[config.mk]
export PLATFORM = sky130hd
export DESIGN_NAME = em_counter_n
export DESIGN_NICKNAME = d
export VERILOG_FILES = /design/src/rtl/em_counter_n.sv
export SDC_FILE = /design/constraint.sdc
export NUM_CORES = 1
export LEC_CHECK = 0
export CORE_AREA = 4 4 41 43
export CTS_CLUSTER_SIZE = 25
export DETAILED_ROUTE_END_ITERATION = 10
export DIE_AREA = 0 0 45 47
export GPL_TIMING_DRIVEN = 0
export MAX_ROUTING_LAYER = met4
export PLACE_DENSITY_LB_ADDON = 0.05
export SYNTH_ARGS = -nofsm -noshare
export SYNTH_HDL_FRONTEND = slang
export SYNTH_SLANG_ARGS = --single-unit
export TNS_END_PERCENT = 100
[constraint.sdc]
create_clock -name clk -period 1.9 [get_ports clk]
set_input_delay 0.285 -clock clk [delete_from_list [all_inputs] [get_ports clk]]
set_output_delay 0.285 -clock clk [all_outputs]
set_load 0.1 [all_outputs]
[src/rtl/em_counter_n.sv]
// Modulo-N synchronous up/down counter with parallel load, cascadable
// ripple-carry output and a sticky wrap flag.
module em_counter_n #(
    parameter int               WIDTH   = 4,
    parameter longint unsigned  MODULUS = 16,
    parameter int               UPDOWN  = 1
) (
    input  logic             clk,
    input  logic             clr,
    input  logic             nload,
    input  logic             ent,
    input  logic             enp,
    input  logic             up,
    input  logic [WIDTH-1:0] parallel_in,
    output logic [WIDTH-1:0] count,
    output logic             rco,
    output logic             wrapped
);

    localparam logic [WIDTH-1:0] TERM_C = WIDTH'(MODULUS - 64'd1);
    localparam logic [WIDTH-1:0] ZERO_C = '0;
    localparam logic [WIDTH-1:0] ONE_C  = WIDTH'(1);

    logic [WIDTH-1:0] count_q;
    logic [WIDTH-1:0] count_d;
    logic             wrapped_q;
    logic             wrapped_d;
    logic             dir_up_s;
    logic             at_term_s;

    // With UPDOWN=0 the direction is hard-wired to up and the up pin is unused.
    if (UPDOWN != 0) begin : g_dir_pin
        assign dir_up_s = up;
    end else begin : g_dir_fixed
        assign dir_up_s = 1'b1;
    end

    // Terminal count for the effective direction; also used for out-of-range recovery.
    always_comb begin
        at_term_s = 1'b0;
        if (dir_up_s) begin
            at_term_s = (count_q >= TERM_C);
        end else begin
            at_term_s = (count_q == ZERO_C);
        end
    end

    // Next-state for load / count / hold; clr is handled in the register block.
    always_comb begin
        count_d   = count_q;
        wrapped_d = wrapped_q;
        if (!nload) begin
            count_d = parallel_in;
        end else if (ent && enp) begin
            if (dir_up_s) begin
                if (at_term_s) begin
                    count_d   = ZERO_C;
                    wrapped_d = 1'b1;
                end else begin
                    count_d = count_q + ONE_C;
                end
            end else begin
                if (at_term_s) begin
                    count_d   = TERM_C;
                    wrapped_d = 1'b1;
                end else if (count_q > TERM_C) begin
                    // Loaded out-of-range value snaps to the top without flagging a wrap.
                    count_d = TERM_C;
                end else begin
                    count_d = count_q - ONE_C;
                end
            end
        end else begin
            count_d   = count_q;
            wrapped_d = wrapped_q;
        end
    end

    // State registers with synchronous clear taking priority over everything.
    always_ff @(posedge clk) begin
        if (clr) begin
            count_q   <= ZERO_C;
            wrapped_q <= 1'b0;
        end else begin
            count_q   <= count_d;
            wrapped_q <= wrapped_d;
        end
    end

    assign count   = count_q;
    assign wrapped = wrapped_q;
    // rco stays combinational so chained stages see the carry in the same cycle.
    assign rco     = ent & at_term_s;

endmodule
# Word-level counts from Yosys, hierarchy flattened
# Index checks and enable logic that the tools add are counted.
# classes
n_mux	7
bitwise_logic	1
addsub	2
n_reduce_logical	3
eq_ne	1
order_cmp	2
# ops
op	n
$mux 4	6
$add 4x1->4 const B	1
$ge 4x4->1 const B	1
$gt 4x4->1 const B	1
$logic_not 4->1	1
$sub 4x1->4 const B	1
$reduce_and 3->1	1
$ne 2x1->1 const B	1
$and 1x1->1	1
$logic_and 1x1->1	1
$mux 1	1
# word_totals
wordCells	18
reg_bits	5
in_bits	10

# Longest topological paths before layout
# depth
depth_word	6
ltp_mapped	6
mapped_depth_nobuf	6

# Worst setup path before layout
# OpenSTA, ideal clock, no wires.
# synth_path
kind	reg2out
from	register count_q[0], in the netlist count[0]
to	output port rco
setup_slack_ns	-0.823
arrival_ns	2.438
path_buffers	0
required_time_ns	1.615
stages_incl_launch_ff	6
path_cell_list	dfxtp_1 -> inv_1 -> ha_1 -> or3b_4 -> o21ai_0 -> and2_1
# synth_via
elab_chain_len	3
# synth_rtl
element	line_no	rtl
start: declaration	24	logic [WIDTH-1:0] count_q;
start signal: assignment	85	count_q <= count_d;
$ge 4x4->1 / $logic_not 4->1 (equally long branches)	42, 44	
$mux 1 (*)	41	if (dir_up_s) begin
$and 1x1->1 (*)	93	assign rco = ent & at_term_s;
end: declaration	16	output logic rco,
# Every way passes the cells marked *; elsewhere a longest branch is shown, timed or not.

# Final worst setup path
# Same ends and word-level chain as after synthesis.

==> impl_metrics.yaml <==
yosys:
  synthCells: 52
  ys_types: 26
  synth_fp_nets: 64
  synth_seq_area_share_pct: 24.4
  avgSynthCellArea_sq_um: 7.89
  synth_area_sq_um: 410
  yosys_warnings: 0
  ys_ff_latch: 5
finish:
  fin_area_sq_um: 693
  area_growth_pct: 68.9
  layout-drive-gt1-share_pct: 38.5
  fillers: 136
  layout.nets: 91
  final_core_util_pct: 53.3
  antenna_cells: 0
  ff_latch_area_sq_um: 110
  multi_input_area_sq_um: 290
grt:
  antenna_found_initial: 0
  grt-ovfl-total: 0
  grt_max_degree: 11
  grt_pass1_vias: 415
  grt.total_usage_pct: 12.0
  grt_pass1_wl_microns: 1770
sta:
  finalHoldViolations: 0
  rsz0062_at_grt: "yes"
  setup_viol: 1
  worst_slack_ns: -0.0793
  final_max_slew_viol_count: 0
  slew_headroom_pct: 36.7
  skew_ns: 0.00223
  fmax_ghz: 0.505
  min_period_ns: 1.98
  final.period_utilization_pct: 104
  worst_slew_pin_slew_ns: 0.953
  tns_ns: -0.0793
worst_setup_path:
  cp.depth: 6
  ff2ff_setup_slack_ns: 0.26
  timing.rr.end: "count[1]$_SDFFE_PP0P_"
  critPathTopFamily: "simple AND/OR/NAND/NOR gates"
  worstSetupStartpoint: "count[0]$_SDFFE_PP0P_"
  slowest_delay_ns: 0.39
  cp-start-kind: "register"
  r2r_cells: 7
  crit_path_end_kind: "primary output"
  worst-path-buf-inv: 2
  cp_slowest_cell: "or3b_4"
  crit_type: "register to primary output"
  path_cells: "inv_4 -> ha_4 -> or3b_4 -> o21ai_2 -> and2_4 -> buf_12"
  worstReg2RegStart: "count[0]$_SDFFE_PP0P_"
  cp.arrival_ns: 1.69
  required_ns: 1.62
  crit_fanout: 6
die:
  die_x_microns: 45
  initial_utilization_pct: 31.5
  die_area_sq_um: 2120
  ioPinCount: 16
  core-area_sq_um: 1300
  num_rows: 13
  die_h_microns: 47
placement:
  hpwl_microns: 790
  placed_area_sq_um: 582
  place.gp.congestion: 0.790
  io_buffer_count: 14
power:
  leakage_nw: 0.300
  power.density_nw_per_um2: 637
  ir_drop_mv: 0.281
outcome:
  status: "finished, violations left"
  violations: "negative setup slack"
routing:
  drtIter0Drc: 17
  post_drt_via_cell_ratio: 5.37
  dr.pass1.iters: 4
  drt-total-wl_microns: 1190
  wl_per_cell_microns: 12.8
  vias: 499
  postRouteAntennaNets: 0
  drc: 0
clock_network:
  clkTransAtPathRegs_ns: 0.04
  clk_path_buf_depth: 2
  numCtsBuffers: 3
  clk_latency_ns: 0.25
  cts_tree: "yes"
  cts.hold.buffers_added: 0
  ctsHtreeMaxLevel: 1
  root_buffer: "clkbuf_4"
  cts.sinks: 5
worst_hold_path:
  hold_path_startpoint: "up"
  hp-class: "input pin to register"
  hold_end: "count[3]$_SDFFE_PP0P_"
  min_delay_path_depth: 3
flow_run:
  maxCapViolCount: 0
==> layer usage <==
metal | part of all wire, % | global-route usage [%]
met3 | 9.5 | 6.90
met2 | 48 | 17.8
met1 | 41 | 14.4
met5 | 0 | -
met4 | 0.76 | 1.75
==> placed cells by master, fill, tap and decap left out, types with 2 or more instances in the layout <==
cell type	Yosys	routed
clkbuf_4	0	3
a31oi_1	2	2
nor2_1	4	4
buf_4	0	8
clkdlybuf4s50_1	0	8
buf_6	2	2
dfxtp_4	0	2
dlygate4sd2_1	0	5
nand2_1	5	5
o21ai_0	4	3
inv_4	0	2
a21oi_1	7	7
dfxtp_2	0	2
nor4_1	2	2
==> power breakdown <==
group | internal (mW) | switching (mW) | total (mW)
clock | 0.0797 | 0.0479 | 0.128
combinational | 0.0789 | 0.115 | 0.193
sequential | 0.112 | 0.00813 | 0.121
total | 0.271 | 0.171 | 0.442
==> flip-flops by register name, summed over array words and instances, names as in the netlist <==
register,count
wrapped,1
count,4
==> stage by stage <==
step                      power, mW  setup WS, ns  instances  hold WS, ns
final                         0.442       -0.0793         93        0.399
after global placement        0.288        -0.857         81        0.466
after floorplan               0.240        0.0181         52        0.344
after CTS                     0.421        -0.143         85        0.397
after global routing          0.470        -0.124         93        0.418
after detailed placement      0.288        -0.848         81        0.473
==> kinds of logic (layout without fill, tap and decap cells) <==
group	after synthesis	count (layout)	synth area share, %
multiplexers	1	1	2.44
AND/OR/NAND/NOR	18	18	24.4
buffers and inverters	6	32	9.45
flip-flops	5	5	24.4
adder cells (fa/ha/maj)	2	2	6.10
AO/OA/AOI/OAI	20	20	33.2
==> synthesized netlist by cell type (all sizes together) <==
cell type | n | share of area [%]
a2111oi | 1 | 2.1
a21oi | 8 | 11
a311oi | 1 | 2.1
a31o | 1 | 2.1
a31oi | 2 | 3.0
a41oi | 1 | 2.1
and2 | 1 | 1.5
and3b | 1 | 2.4
buf | 3 | 6.7
dfxtp | 5 | 24
ha | 2 | 6.1
inv | 3 | 2.7
mux2i | 1 | 2.4
nand2 | 5 | 4.6
nand3 | 1 | 1.2
nand3b | 1 | 1.8
nand4 | 1 | 1.5
nor2 | 4 | 3.7
nor4 | 2 | 3.0
o21ai | 4 | 4.9
o311ai | 1 | 2.1
o41ai | 1 | 4.0
or3 | 1 | 1.8
or3b | 1 | 2.7
==> cell type report <==
class	instances	area share, %
Buffer	3	3.97
Clock buffer	4	3.79
Inverter	3	2.35
Multi-Input combinational cell	41	41.9
Sequential cell	5	15.9
Tap cell	15	2.71
Timing Repair Buffer	22	29.4
==> worst max-delay path by stage <==
stage / slack (ns) / to
2_1_floorplan: 0.02 / rco
6_report: -0.08 / rco
5_1_grt: -0.12 / rco
4_1_cts: -0.14 / rco
3_5_place_dp: -0.85 / rco
3_3_place_gp: -0.86 / rco
==> worst reg2reg max path: stages, from the launching register on <==
cell	delay (ns)
dfxtp_4	0.37
inv_4	0.07
ha_4	0.13
or3b_4	0.39
buf_4	0.15
a21oi_2	0.10
nor4_1	0.07
o41ai_2	0.26
==> what timing repair did <==
| action | 4_1_cts | 5_1_grt |
|---|---|---|
| hold endpoints to repair | 0 | 0 |
| buffers inserted | 0 | 8 |
| endpoints found under the setup margin | 6 | 1 |
| resized for setup | 16 | 4 |
| pin swaps | 0 | 2 |
Power figures use the tool's default switching activity.
